`config.mk`:
```
export PLATFORM = sky130hd
export DESIGN_NAME = trap_ctrl
export DESIGN_NICKNAME = d
export VERILOG_FILES = /design/src/rtl/trap_ctrl.sv
export SDC_FILE = /design/constraint.sdc
export NUM_CORES = 1
export LEC_CHECK = 0
export ABC_AREA = 1
export BUFFER_PORTS_ARGS = -buffer_cell sky130_fd_sc_hd__buf_2
export CORE_UTILIZATION = 45
export CTS_CLUSTER_DIAMETER = 100
export DETAILED_ROUTE_END_ITERATION = 6
export PLACE_DENSITY = 0.83
export SYNTH_ARGS = -nofsm -noshare
export SYNTH_HDL_FRONTEND = slang
export SYNTH_SLANG_ARGS = --single-unit
```
`constraint.sdc`:
```
create_clock -name ctrl_clk -period 3.9 [get_ports ctrl_clk]
set_input_delay 0.195 -clock ctrl_clk [delete_from_list [all_inputs] [get_ports ctrl_clk]]
set_output_delay 0.195 -clock ctrl_clk [all_outputs]
set_load 0.05 [all_outputs]
```
`src/rtl/trap_ctrl.sv`:
```
// ============================================================================
// trap_ctrl -- machine-mode trap sequencer
//
// Purpose:
//   Accepts one request at a time from the core: a synchronous exception, an
//   mret, or an enabled machine interrupt. It then stalls the pipeline and
//   waits for it to drain. It commits the trap or return to the CSR file with
//   a single-cycle strobe and finally hands a PC redirect to fetch.
//
//   Sequence:  IDLE -> DRAIN (until pipe_idle) -> COMMIT (1 cycle)
//              -> REDIRECT (until redirect_ready) -> IDLE
//
// Ports:
//   ctrl_clk, ctrl_reset       clock, asynchronous active-high reset
//   exc_valid/exc_cause/exc_pc exception request (sampled in IDLE only)
//   mret_req                   mret request (sampled in IDLE only)
//   irq_ext/irq_timer/irq_soft raw machine interrupt pending lines
//   mie_en                     {MEIE, MTIE, MSIE} per-line enables
//   ctrl_mie                   global interrupt enable (mstatus.MIE)
//   irq_pc                     PC saved as mepc when an interrupt is taken
//   pipe_idle                  older instructions retired, CSR writes visible
//   mtvec, mepc                live CSR values used to form the redirect PC
//   redirect_ready             fetch accepts the redirect
//   stall                      high whenever the sequencer is not IDLE
//   ctrl_trap/ctrl_mret        one-cycle commit strobe, mret qualifier
//   trap_pc/trap_info          mepc value and {is_interrupt, cause[3:0]}
//   redirect_valid/redirect_pc redirect request and target to fetch
// ============================================================================
module trap_ctrl (
    input  logic        ctrl_clk,
    input  logic        ctrl_reset,
    input  logic        exc_valid,
    input  logic [3:0]  exc_cause,
    input  logic [31:0] exc_pc,
    input  logic        mret_req,
    input  logic        irq_ext,
    input  logic        irq_timer,
    input  logic        irq_soft,
    input  logic [2:0]  mie_en,
    input  logic        ctrl_mie,
    input  logic [31:0] irq_pc,
    input  logic        pipe_idle,
    input  logic [31:0] mtvec,
    input  logic [31:0] mepc,
    input  logic        redirect_ready,
    output logic        stall,
    output logic        ctrl_trap,
    output logic        ctrl_mret,
    output logic [31:0] trap_pc,
    output logic [4:0]  trap_info,
    output logic        redirect_valid,
    output logic [31:0] redirect_pc
);

    // Machine interrupt cause codes.
    localparam logic [3:0] CAUSE_M_SOFT  = 4'd3;
    localparam logic [3:0] CAUSE_M_TIMER = 4'd7;
    localparam logic [3:0] CAUSE_M_EXT   = 4'd11;

    // mtvec MODE field value that selects vectored interrupt dispatch.
    localparam logic [1:0] MTVEC_VECTORED = 2'b01;

    typedef enum logic [1:0] {
        S_IDLE,
        S_DRAIN,
        S_COMMIT,
        S_REDIRECT
    } state_t;

    state_t      r_state;
    state_t      w_state_nxt;

    // Captured description of the request being sequenced.
    logic        r_is_mret;
    logic        r_is_irq;
    logic [3:0]  r_cause;
    logic [31:0] r_pc;

    // Request selection results, meaningful only while IDLE.
    logic [2:0]  w_irq_pend;
    logic        w_irq_take;
    logic        w_accept;
    logic        w_cap_mret;
    logic        w_cap_irq;
    logic [3:0]  w_cap_cause;
    logic [31:0] w_cap_pc;

    // Redirect target pieces.
    logic [31:0] w_vec_base;
    logic [31:0] w_vec_off;

    // ------------------------------------------------------------------------
    // Request arbitration: exception > mret > interrupt.
    // Within interrupts: external > software > timer (mie_en is {E, T, S}).
    // ------------------------------------------------------------------------
    assign w_irq_pend = {irq_ext, irq_timer, irq_soft} & mie_en;
    assign w_irq_take = ctrl_mie && (|w_irq_pend);

    // NOTE: every signal written in an always_comb gets a default first, so
    // no path leaves it unassigned and no latch is inferred.
    always_comb begin
        w_accept    = 1'b0;
        w_cap_mret  = 1'b0;
        w_cap_irq   = 1'b0;
        w_cap_cause = 4'd0;
        w_cap_pc    = 32'd0;
        if (exc_valid) begin
            w_accept    = 1'b1;
            w_cap_cause = exc_cause;
            w_cap_pc    = exc_pc;
        end else if (mret_req) begin
            w_accept    = 1'b1;
            w_cap_mret  = 1'b1;
        end else if (w_irq_take) begin
            w_accept    = 1'b1;
            w_cap_irq   = 1'b1;
            w_cap_pc    = irq_pc;
            if (w_irq_pend[2]) begin
                w_cap_cause = CAUSE_M_EXT;
            end else if (w_irq_pend[0]) begin
                w_cap_cause = CAUSE_M_SOFT;
            end else begin
                w_cap_cause = CAUSE_M_TIMER;
            end
        end
    end

    // ------------------------------------------------------------------------
    // FSM: state register
    // ------------------------------------------------------------------------
    // NOTE: sequential state uses non-blocking assignments so that every
    // flop samples pre-edge values, independent of statement order.
    always_ff @(posedge ctrl_clk or posedge ctrl_reset) begin
        if (ctrl_reset) begin
            r_state <= S_IDLE;
        end else begin
            r_state <= w_state_nxt;
        end
    end

    // ------------------------------------------------------------------------
    // FSM: next-state logic
    // ------------------------------------------------------------------------
    always_comb begin
        w_state_nxt = r_state;
        case (r_state)
            S_IDLE: begin
                if (w_accept) begin
                    w_state_nxt = S_DRAIN;
                end
            end
            S_DRAIN: begin
                if (pipe_idle) begin
                    w_state_nxt = S_COMMIT;
                end
            end
            S_COMMIT: begin
                w_state_nxt = S_REDIRECT;
            end
            S_REDIRECT: begin
                if (redirect_ready) begin
                    w_state_nxt = S_IDLE;
                end
            end
            default: begin
                w_state_nxt = S_IDLE;
            end
        endcase
    end

    // ------------------------------------------------------------------------
    // Capture registers: loaded only when IDLE accepts a request, and held
    // through the remainder of the sequence.
    // ------------------------------------------------------------------------
    // NOTE: these are control state, not storage arrays, so they are reset;
    // a reset mid-sequence must not leave a stale cause/pc behind.
    always_ff @(posedge ctrl_clk or posedge ctrl_reset) begin
        if (ctrl_reset) begin
            r_is_mret <= 1'b0;
            r_is_irq  <= 1'b0;
            r_cause   <= 4'd0;
            r_pc      <= 32'd0;
        end else if ((r_state == S_IDLE) && w_accept) begin
            r_is_mret <= w_cap_mret;
            r_is_irq  <= w_cap_irq;
            r_cause   <= w_cap_cause;
            r_pc      <= w_cap_pc;
        end
    end

    // ------------------------------------------------------------------------
    // Redirect target. mtvec/mepc are read live: the CSR file has already
    // absorbed the commit by the time the sequencer reaches REDIRECT.
    // Vectored offset arithmetic wraps modulo 2^32.
    // ------------------------------------------------------------------------
    assign w_vec_base = {mtvec[31:2], 2'b00};
    assign w_vec_off  = {26'd0, r_cause, 2'b00};

    // ------------------------------------------------------------------------
    // Outputs: decoded from state and capture registers. In IDLE (and so
    // immediately on reset) every output is zero.
    // ------------------------------------------------------------------------
    always_comb begin
        stall          = (r_state != S_IDLE);
        ctrl_trap      = 1'b0;
        ctrl_mret      = 1'b0;
        trap_pc        = 32'd0;
        trap_info      = 5'd0;
        redirect_valid = 1'b0;
        redirect_pc    = 32'd0;
        case (r_state)
            S_COMMIT: begin
                ctrl_trap = 1'b1;
                ctrl_mret = r_is_mret;
                // An mret writes neither mepc nor mcause.
                if (!r_is_mret) begin
                    trap_pc   = r_pc;
                    trap_info = {r_is_irq, r_cause};
                end
            end
            S_REDIRECT: begin
                redirect_valid = 1'b1;
                if (r_is_mret) begin
                    redirect_pc = mepc;
                end else if (r_is_irq && (mtvec[1:0] == MTVEC_VECTORED)) begin
                    redirect_pc = w_vec_base + w_vec_off;
                end else begin
                    redirect_pc = w_vec_base;
                end
            end
            default: begin
            end
        endcase
    end

endmodule

```
==> metrics.cfg, run 1 <==
[outcome]
status=finished, violations left
violations=hold timing

[logic_synthesis]
syn-instance-count=595
syn_area_sq_mm=0.00361
synthFlopType=dfrtp_1
synth_seq_cells=40
yosys-top-cells-count=143 x nand2_1, 101 x nor2_1, 99 x inv_1, 41 x nand3_1, 40 x dfrtp_1
synth_cell_types=36
yosys_warnings=0
synth_top_area_share_pct=27.7
synth_area_leaders=dfrtp_1 28%, nand2_1 15%, nor2_1 11%, inv_1 10%, o211ai_1 7.7%
syn-num-nets=749
synth_most_common_cell=nand2_1
yosysTopAreaCell=dfrtp_1
avgSynthCellArea_sq_um=6.06
async_flop_share_pct=100
synth-edff-count=0
seq_area_frac_synth_pct=27.7

[clocking]
post_cts_resized=0
numCtsBuffers=5
tritoncts=done
root_buffer=clkbuf_8
clockBufferDepth=2
clock_sinks=40
clk_pin_slew_ns=0.08
clock_latency_ns=0.29
cts-hold-fix-buffers=0
post-cts-setup-buffers=0
htree_levels=2

[critical_path]
reg2regPathDepth=7
cp_max_fo=18
cp-end-kind=primary output
crit_path_start_kind=flip-flop
critPathArrivalTime_ns=2.58
crit_type=reg -> out
cp_data_required_time_ns=3.70

[route]
wl_per_cell_um=13.5
drc=0
dr.pass1.iters=6
ant_nets=0
avgViaCountPerCell=5.11
vias=4620
drt_iter0_drc=144
wl_mm=12.2

[sta]
fmax_ghz=0.361
fin_crit_sh_pct=71.1
hold_ws_ns=-0.000586
worstMarginPinSlew_ns=0.844
drv_slew=0
slew_headroom_pct=43.8
finalSetupViolCount=0
rsz0062_at_grt=false
hold_viol=1
fin_crit_ns=2.77
finalSetupTns_ns=0
finalClockSkew_ns=0.00891

[final_layout]
final_cells=904
seq_area_sq_mm=0.00100
drive_gt1_share_pct=30.7
fillers=730
multi_input_area_sq_mm=0.00212
final_core_util_pct=63.0
syn2layout_area_growth_pct=34.9
nets=955
num_antenna_cells=0

[floorplanning]
core-area_sq_mm=0.00773
start_util_pct=46.7
core.rowCount=32
die_w_um=91.5
dieArea_sq_mm=0.00838
io_pins=218
die_h_um=91.5

[placement]
dpl.hpwl_mm=9.69
port_buffers=217
gp_congestion=0.910
dp.cells=896

[power]
p_per_area_mw_per_mm2=654
ir_worst_vdd_uv=363
p_total_mw=3.18
p_leak_nw=2.79

[global_route]
grt_start_max_net_pins=56
track_usage_pct=29.2
grt_pass1_vias=4262
gr-total-overflow=0
grt_pass1_wl_mm=19.7
antenna_found_initial=0

[job]
drv_cap=0

[worst_hold_path]
hold_path_class=in -> async

-- placed cells by master, fill, tap and decap left out, drive strengths merged, types with 6 or more instances in the layout --
master,netlist,layout
ha,8,8
o211ai,37,37
nand4,11,11
clkbuf,12,6
nand2,147,147
dfrtp,40,40
inv,103,102
nor3,7,7
nand3,41,41
nor2,107,107
o21ai,34,34
buf,10,221
a21oi,19,19
-- worst max-delay path, stage by stage (launching register included) --
cell,delay (ns)
dfrtp_1,0.38
ha_1,0.56
clkinv_1,0.63
nor2_1,0.23
o21ai_0,0.14
inv_1,0.09
buf_2,0.26
-- per-layer routing --
layer | part of all wire [%] | GRT usage (%)
met5 | 0 | 0
met4 | 2.9 | 10.7
met3 | 7.0 | 4.19
met2 | 50 | 53.3
met1 | 40 | 34.4
-- cell families (layout without fill, tap and decap cells) --
logic type,Yosys count,in the layout,synth area share [%]
AO/OA/AOI/OAI,98,98,16.8
XOR/XNOR,2,2,0.486
adder cells (fa/ha/maj),9,9,3.33
buffers and inverters,126,333,13.7
flip-flops,40,40,27.7
AND/OR/NAND/NOR,320,320,37.9
-- power breakdown --
group / internal [mW] / switching, mW
clock network: 0.190 / 0.143
logic: 0.551 / 1.61
registers: 0.603 / 0.0864
total: 1.34 / 1.84
-- flip-flops by register name, indices dropped and copies added (netlist names) --
name	count
r_state	2
r_is_irq	1
r_pc	32
r_cause	4
r_is_mret	1
-- worst paths after layout --
path | slack, ns | end | from
setup / recovery | 1.13 | redirect_pc[10] | r_state[1]$_DFFE_PP0P_
hold / removal | -0.0006 | r_pc[4]$_DFFE_PP0P_ | ctrl_reset
setup reg to reg | 1.49 | r_state[0]$_DFFE_PP0P_ | r_state[1]$_DFFE_PP0P_
hold reg to reg | 0.57 | r_pc[26]$_DFFE_PP0P_ | r_pc[26]$_DFFE_PP0P_
max in group asynchronous | 3.53 | r_state[0]$_DFFE_PP0P_ | ctrl_reset
min in group ctrl_clk | 0.12 | r_cause[3]$_DFFE_PP0P_ | exc_cause[3]
-- metrics by stage --
step,setup WS (ns),area (sq um)
after CTS,1.13,4860
after global placement,1.57,4760
after global routing,0.877,4860
after floorplan,1.38,3610
final,1.13,4860
after detailed placement,1.44,4760
-- layout make-up --
| class | instances | area share (%) |
|---|---|---|
| clock buffers | 6 | 1.49 |
| repair buffers | 221 | 22.9 |
| multi-input cells | 429 | 43.6 |
| clock inverters | 2 | 0.720 |
| inverters | 104 | 8.08 |
| flip-flops and latches | 40 | 20.6 |
| well taps | 102 | 2.62 |
Power figures use the tool's default switching activity.
==> run 2: changes to the inputs <==
--- a/config.mk
+++ b/config.mk
@@ -7,10 +7,10 @@
 export LEC_CHECK = 0
 export ABC_AREA = 1
 export BUFFER_PORTS_ARGS = -buffer_cell sky130_fd_sc_hd__buf_2
-export CORE_UTILIZATION = 45
+export CORE_UTILIZATION = 40
 export CTS_CLUSTER_DIAMETER = 100
 export DETAILED_ROUTE_END_ITERATION = 6
-export PLACE_DENSITY = 0.83
+export PLACE_DENSITY = 0.78
 export SYNTH_ARGS = -nofsm -noshare
 export SYNTH_HDL_FRONTEND = slang
 export SYNTH_SLANG_ARGS = --single-unit
==> constraint.sdc (replaced) <==
create_clock -name ctrl_clk -period 2.54 [get_ports ctrl_clk]
set_input_delay 0.127 -clock ctrl_clk [delete_from_list [all_inputs] [get_ports ctrl_clk]]
set_output_delay 0.127 -clock ctrl_clk [all_outputs]
set_load 0.05 [all_outputs]
==> metrics.cfg, run 2 (synthesis results as in run 1) <==
[final_layout]
nets=961  ; was 955
stdcell_area_sq_mm=0.00498  ; was 0.00486 sq mm
top_regs=r_pc x32, r_cause x4, r_state x2  ; unchanged
top_register=r_pc  ; unchanged
final_cell_mix=209 x buf_2, 142 x nand2_1, 98 x nor2_1  ; was 217 x buf_2, 143 x nand2_1, 101 x nor2_1
final_common_cell=buf_2  ; unchanged
drive_gt1_share_pct=32.2  ; was 30.7%
largest_reg_flops=32  ; unchanged
num_antenna_cells=0  ; unchanged
syn2layout_area_growth_pct=38.2  ; was 34.9%

[clocking]
clockBufferDepth=2  ; unchanged
clock_sinks=40  ; unchanged
clock_latency_ns=0.29  ; about the same
root_buffer=clkbuf_8  ; unchanged
numCtsBuffers=5  ; unchanged
clk_pin_slew_ns=0.08  ; about the same
tritoncts=done  ; unchanged
htree_levels=2  ; unchanged

[critical_path]
r2r_start=r_state[0]$_DFFE_PP0P_  ; was r_state[1]$_DFFE_PP0P_
cp_max_fo=9  ; was 18
crit_chain=ha_1, nand2_1, inv_1, nand3_1, nand2_2, nand4_1, or2_0, a21oi_1, clkbuf_4  ; was ha_1, clkinv_1, nor2_1, o21ai_0, inv_1, buf_2
critPathArrivalTime_ns=2.29  ; was 2.58 ns
crit_type=reg -> out  ; unchanged
crit_slowest_cell=dfrtp_1  ; was clkinv_1
cp-end-kind=primary output  ; unchanged
r2r_end=r_pc[3]$_DFFE_PP0P_  ; was r_state[0]$_DFFE_PP0P_
cp-startpoint=r_cause[3]$_DFFE_PP0P_  ; was r_state[1]$_DFFE_PP0P_
crit_path_end=redirect_pc[19]  ; was redirect_pc[10]
cp_slowest_stage_delay_ns=0.42  ; was 0.63 ns
cp_data_required_time_ns=2.41  ; was 3.70 ns
r2r_setup_slack_ns=0.68  ; was 1.49 ns
crit_path_start_kind=flip-flop  ; unchanged
reg2regPathDepth=7  ; unchanged

[route]
dr.pass1.iters=5  ; was 6
wl_mm=11.4  ; was 12.2 mm
drt_iter0_drc=109  ; was 144
ant_nets=0  ; unchanged
drc=0  ; unchanged
vias=4526  ; was 4,620
wl_per_cell_um=12.5  ; was 13.5 um
avgViaCountPerCell=4.94  ; was 5.11

[sta]
drv_slew=0  ; unchanged
finalClockSkew_ns=0.00490  ; was 0.00891 ns
hold_viol=0  ; was 1
fmax_ghz=0.413
slew_headroom_pct=54.1  ; was 43.8%
hold_ws_ns=0.0557  ; was -0.000586 ns
finalSetupTns_ns=0  ; unchanged
rsz0062_at_grt=true  ; was false
worstMarginPinSlew_ns=0.684  ; was 0.844 ns
setup_slack_ns=0.118  ; was 1.13 ns
fin_crit_ns=2.42
finalSetupViolCount=0  ; unchanged
fin_crit_sh_pct=95.3

[floorplanning]
core.rowCount=34  ; was 32
die_h_um=97.0  ; was 91.5 um
dieArea_sq_mm=0.00940  ; was 0.00838 sq mm
core-area_sq_mm=0.00872  ; was 0.00773 sq mm
io_pins=218  ; unchanged
die_w_um=97.0  ; was 91.5 um
start_util_pct=41.4  ; was 46.7%

[power]
pwr-share-comb_pct=68.7  ; was 67.9%
ir_worst_vdd_uv=589  ; was 363 uV
p_clk_share_pct=10.3  ; was 10.5%
p_per_area_mw_per_mm2=990  ; was 654 mW/mm^2
p_total_mw=4.93  ; was 3.18 mW
swShare_pct=56.6  ; was 57.8%
seqPwrFrac_pct=20.9  ; was 21.7%
p_leak_nw=2.83  ; was 2.79 nW
p_sw_mw=2.79  ; was 1.84 mW
p_int_mw=2.14  ; was 1.34 mW

[global_route]
grt_pass1_vias=4155  ; was 4,262
grt_pass1_wl_mm=18.9  ; was 19.7 mm
antenna_found_initial=0  ; unchanged
gr-total-overflow=0  ; unchanged
grt_start_max_net_pins=54  ; was 56
track_usage_pct=24.2  ; was 29.2%

[placement]
pre_cts_ws_ns=0.297  ; was 1.44 ns
port_buffers=217  ; unchanged
place_area_sq_mm=0.00481  ; was 0.00476 sq mm
gp_congestion=0.903  ; was 0.910
dpl.hpwl_mm=9.08  ; was 9.69 mm

[worst_hold_path]
worstHoldStart=exc_cause[3]
hold_path_class=in -> reg  ; was in -> async

[outcome]
status=completed  ; was finished, violations left

[job]
drv_cap=0  ; unchanged

-- run 2: cell types whose count changed in the layout (fill, tap and decap cells not counted), moves of 2 or more --
cell / delta
buf_2: -8
buf_4: +10
clkbuf_4: +2
nand3_1: -2
nand3_2: +2
nor2_1: -3
nor2_2: +2
-- run 2: layout make-up --
class                           count  area, sq um
Fill cell                         898         3740
Multi-Input combinational cell    429         2150
Timing Repair Buffer              227         1200
Sequential cell                    40         1000
Inverter                          104          393
Tap cell                          108          135
Clock buffer                        6         72.6
Clock inverter                      2         35.0
-- run 2: how the worst min path moves through the flow --
stage	slack, ns	cells past startpoint	to
after floorplan	0.24	1	r_is_mret$_DFFE_PP0P_
after global placement	0.18	2	r_pc[24]$_DFFE_PP0P_
after detailed placement	0.18	2	r_pc[24]$_DFFE_PP0P_
after CTS	0.05	3	r_cause[3]$_DFFE_PP0P_
after global routing	0.07	3	r_pc[9]$_DFFE_PP0P_
final	0.06	3	r_cause[3]$_DFFE_PP0P_
-- run 2: worst max-delay path: cells and delay by family, from the launching register on --
family | cells | cell delay, ns
AOI/OAI and AO/OA | 1 | 0.14
adders and majority gates | 1 | 0.35
buffers and inverters | 2 | 0.29
DFF | 1 | 0.42
and+or+nand+nor | 5 | 0.79
-- run 2: per-stage QoR --
stage / instances / utilization [%]
final: 916 / 57.1
after global routing: 916 / 57.1
after CTS: 915 / 56.6
after detailed placement: 906 / 55.1
after global placement: 906 / 55.1
after floorplan: 595 / -
-- run 2: what timing repair did --
item | 4_1_cts | 5_1_grt
setup buffers | 0 | 1
hold endpoints to repair | 18 | 0
gates resized for setup | 3 | 19
endpoints found under the setup margin | 3 | 15
hold buffers | 1 | 0
pin swaps | 0 | 3
-- run 2: power by group through the flow --
stage	Clock, mW	Combinational (mW)	Sequential, mW
after floorplan	0	2.58	1.01
after global placement	0	3.35	1.03
after detailed placement	0	3.36	1.04
after CTS	0.526	3.38	1.03
after global routing	0.549	3.71	1.07
final	0.511	3.39	1.03
-- run 2: routing by layer --
| metal | up-vias | global-route usage [%] | part of all wire, % |
|---|---|---|---|
| li1 | 2317 | - | - |
| met1 | 1996 | 29.1 | 41 |
| met2 | 196 | 44.1 | 50 |
| met3 | 17 | 3.83 | 7.6 |
| met4 | 0 | 7.12 | 1.5 |
| met5 | - | 0 | 0 |
==> run 3: changes to the inputs <==
--- a/config.mk
+++ b/config.mk
@@ -6,7 +6,7 @@
 export NUM_CORES = 1
 export LEC_CHECK = 0
 export ABC_AREA = 1
-export BUFFER_PORTS_ARGS = -buffer_cell sky130_fd_sc_hd__buf_2
+export BUFFER_PORTS_ARGS = -buffer_cell sky130_fd_sc_hd__buf_4
 export CORE_UTILIZATION = 40
 export CTS_CLUSTER_DIAMETER = 100
 export DETAILED_ROUTE_END_ITERATION = 6
==> metrics.cfg, run 3 (synthesis results as in run 1) <==
[final_layout]
top_register=r_pc  ; unchanged
final_common_cell=buf_4  ; was buf_2
final_core_util_pct=62.7  ; was 57.1%
num_antenna_cells=0  ; unchanged
nets=960  ; was 961
final_cell_mix=223 x buf_4, 142 x nand2_1, 100 x nor2_1  ; was 209 x buf_2, 142 x nand2_1, 98 x nor2_1
syn2layout_area_growth_pct=51.5  ; was 38.2%
largest_reg_flops=32  ; unchanged
top_regs=r_pc x32, r_cause x4, r_state x2  ; unchanged
drive_gt1_share_pct=31.8  ; was 32.2%

[clocking]
clock_latency_ns=0.29  ; about the same
clockBufferDepth=2  ; unchanged
clk_pin_slew_ns=0.08  ; about the same
htree_levels=2  ; unchanged
tritoncts=done  ; unchanged
root_buffer=clkbuf_8  ; unchanged
clock_sinks=40  ; unchanged
numCtsBuffers=5  ; unchanged

[critical_path]
crit_type=reg -> out  ; unchanged
crit_slowest_cell=dfrtp_1  ; unchanged
cp_slowest_stage_delay_ns=0.37  ; was 0.42 ns
cp_data_required_time_ns=2.41  ; about the same
critPathArrivalTime_ns=2.29  ; about the same
crit_chain=ha_2, inv_1, fa_2, inv_2, a21oi_2, nor2_2, nand2_2, or2_0, nand3_1, nand2_1, inv_1, buf_4  ; was ha_1, nand2_1, inv_1, nand3_1, nand2_2, nand4_1, or2_0, a21oi_1, clkbuf_4
cp_max_fo=4  ; was 9
cpMostUsedCell=inv_1
cp-end-kind=primary output  ; unchanged
crit_path_start_kind=flip-flop  ; unchanged

[route]
vias=4604  ; was 4,526
dr.pass1.iters=4  ; was 5
wl_mm=12.5  ; was 11.4 mm
drt_iter0_drc=133  ; was 109
drc=0  ; unchanged
avgViaCountPerCell=5.04  ; was 4.94
ant_nets=0  ; unchanged
wl_per_cell_um=13.7  ; was 12.5 um

[sta]
rsz0062_at_grt=true  ; unchanged
setup_slack_ns=0.122  ; was 0.118 ns
slew_headroom_pct=35.9  ; was 54.1%
drv_slew=0  ; unchanged
finalClockSkew_ns=0.00704  ; was 0.00490 ns
fin_crit_ns=2.42  ; about the same
hold_viol=0  ; unchanged
worstMarginPinSlew_ns=0.955  ; was 0.684 ns
fmax_ghz=0.414  ; was 0.413 GHz
fin_crit_sh_pct=95.2  ; was 95.3%
finalSetupViolCount=0  ; unchanged

[worst_hold_path]
hold_path_class=in -> reg  ; unchanged

[placement]
port_buffers=217  ; unchanged
pre_cts_ws_ns=0.307  ; was 0.297 ns
dpl.hpwl_mm=9.82  ; was 9.08 mm
gp_congestion=0.899  ; was 0.903

[floorplanning]
die_h_um=97.0  ; unchanged
io_pins=218  ; unchanged
start_util_pct=41.4  ; unchanged
core.rowCount=34  ; unchanged
dieArea_sq_mm=0.00940  ; unchanged
die_w_um=97.0  ; unchanged
core-area_sq_mm=0.00872  ; unchanged

[power]
p_per_area_mw_per_mm2=933  ; was 990 mW/mm^2
p_total_mw=5.10  ; was 4.93 mW
p_leak_nw=2.93  ; was 2.83 nW
ir_worst_vdd_uv=556  ; was 589 uV

[global_route]
grt_pass1_wl_mm=20.4  ; was 18.9 mm
gr-total-overflow=0  ; unchanged
grt_pass1_vias=4488  ; was 4,155
antenna_found_initial=0  ; unchanged
grt_start_max_net_pins=55  ; was 54
track_usage_pct=26.0  ; was 24.2%

[outcome]
status=completed  ; unchanged

[job]
drv_cap=0  ; unchanged

run 3: changes by cell type in the layout (fill, tap and decap cells not counted), sizes merged:
| cell | delta |
|---|---|
| clkbuf | -2 |
| bufinv | -1 |
| buf | +1 |
run 3: worst max-delay path, delay by kind of cell (launching register included):
| family | cells | cell delay, ns |
|---|---|---|
| fa+ha+maj | 2 | 0.53 |
| flops | 1 | 0.37 |
| simple gates | 5 | 0.66 |
| buf+inv | 4 | 0.36 |
| compound gates | 1 | 0.09 |
run 3: area by class of cell:
type | count | area, sq um
clock buffer | 6 | 72.6
clock inverter | 1 | 5.00
fill | 788 | 3250
inverter | 104 | 393
multi-input combinational | 429 | 2150
sequential | 40 | 1000
tap | 108 | 135
timing repair buffer | 226 | 1710
run 3: path summary, 6_finish.rpt:
| path | from | slack (ns) | depth (start not counted) | to |
|---|---|---|---|---|
| worst max-delay path | r_cause[0]$_DFFE_PP0P_ | 0.12 | 12 | redirect_pc[12] |
| worst min-delay path | exc_cause[3] | 0.05 | 3 | r_cause[3]$_DFFE_PP0P_ |
| worst max register to register | r_state[0]$_DFFE_PP0P_ | 0.49 | 8 | r_state[0]$_DFFE_PP0P_ |
| worst min register to register | r_pc[21]$_DFFE_PP0P_ | 0.56 | 2 | r_pc[21]$_DFFE_PP0P_ |
| max in group asynchronous | ctrl_reset | 1.36 | 4 | r_state[1]$_DFFE_PP0P_ |
| min in group asynchronous | ctrl_reset | 0.50 | 3 | r_pc[30]$_DFFE_PP0P_ |
run 3: through the flow:
step | hold WS, ns | std cells | instance area (sq um) | setup TNS [ns]
after floorplan | 0.236 | 595 | 3610 | 0
after global routing | 0.0653 | 914 | 5470 | -0.0781
after detailed placement | 0.272 | 904 | 5320 | 0
after CTS | 0.0469 | 912 | 5420 | 0
final | 0.0523 | 914 | 5470 | 0
after global placement | 0.253 | 904 | 5320 | 0
run 3: where the power goes:
group	internal, mW	switching [mW]	total, mW
Clock	0.187	0.219	0.406
Sequential	0.926	0.138	1.06
Combinational	1.13	2.50	3.63
Total	2.24	2.86	5.10
run 3: what timing repair did:
action | in CTS | in global routing
hold buffers | 1 | 0
endpoints found under the hold margin | 25 | 0
pin swaps | 2 | 3
setup endpoints to repair | 3 | 12
gates resized for setup | 2 | 11
setup buffers | 0 | 2
run 3: per-layer routing:
metal	wire, um	global-route usage, %
met5	0	0
met2	6280	46.3
met3	1120	5.27
met1	4890	30.7
met4	238	9.53
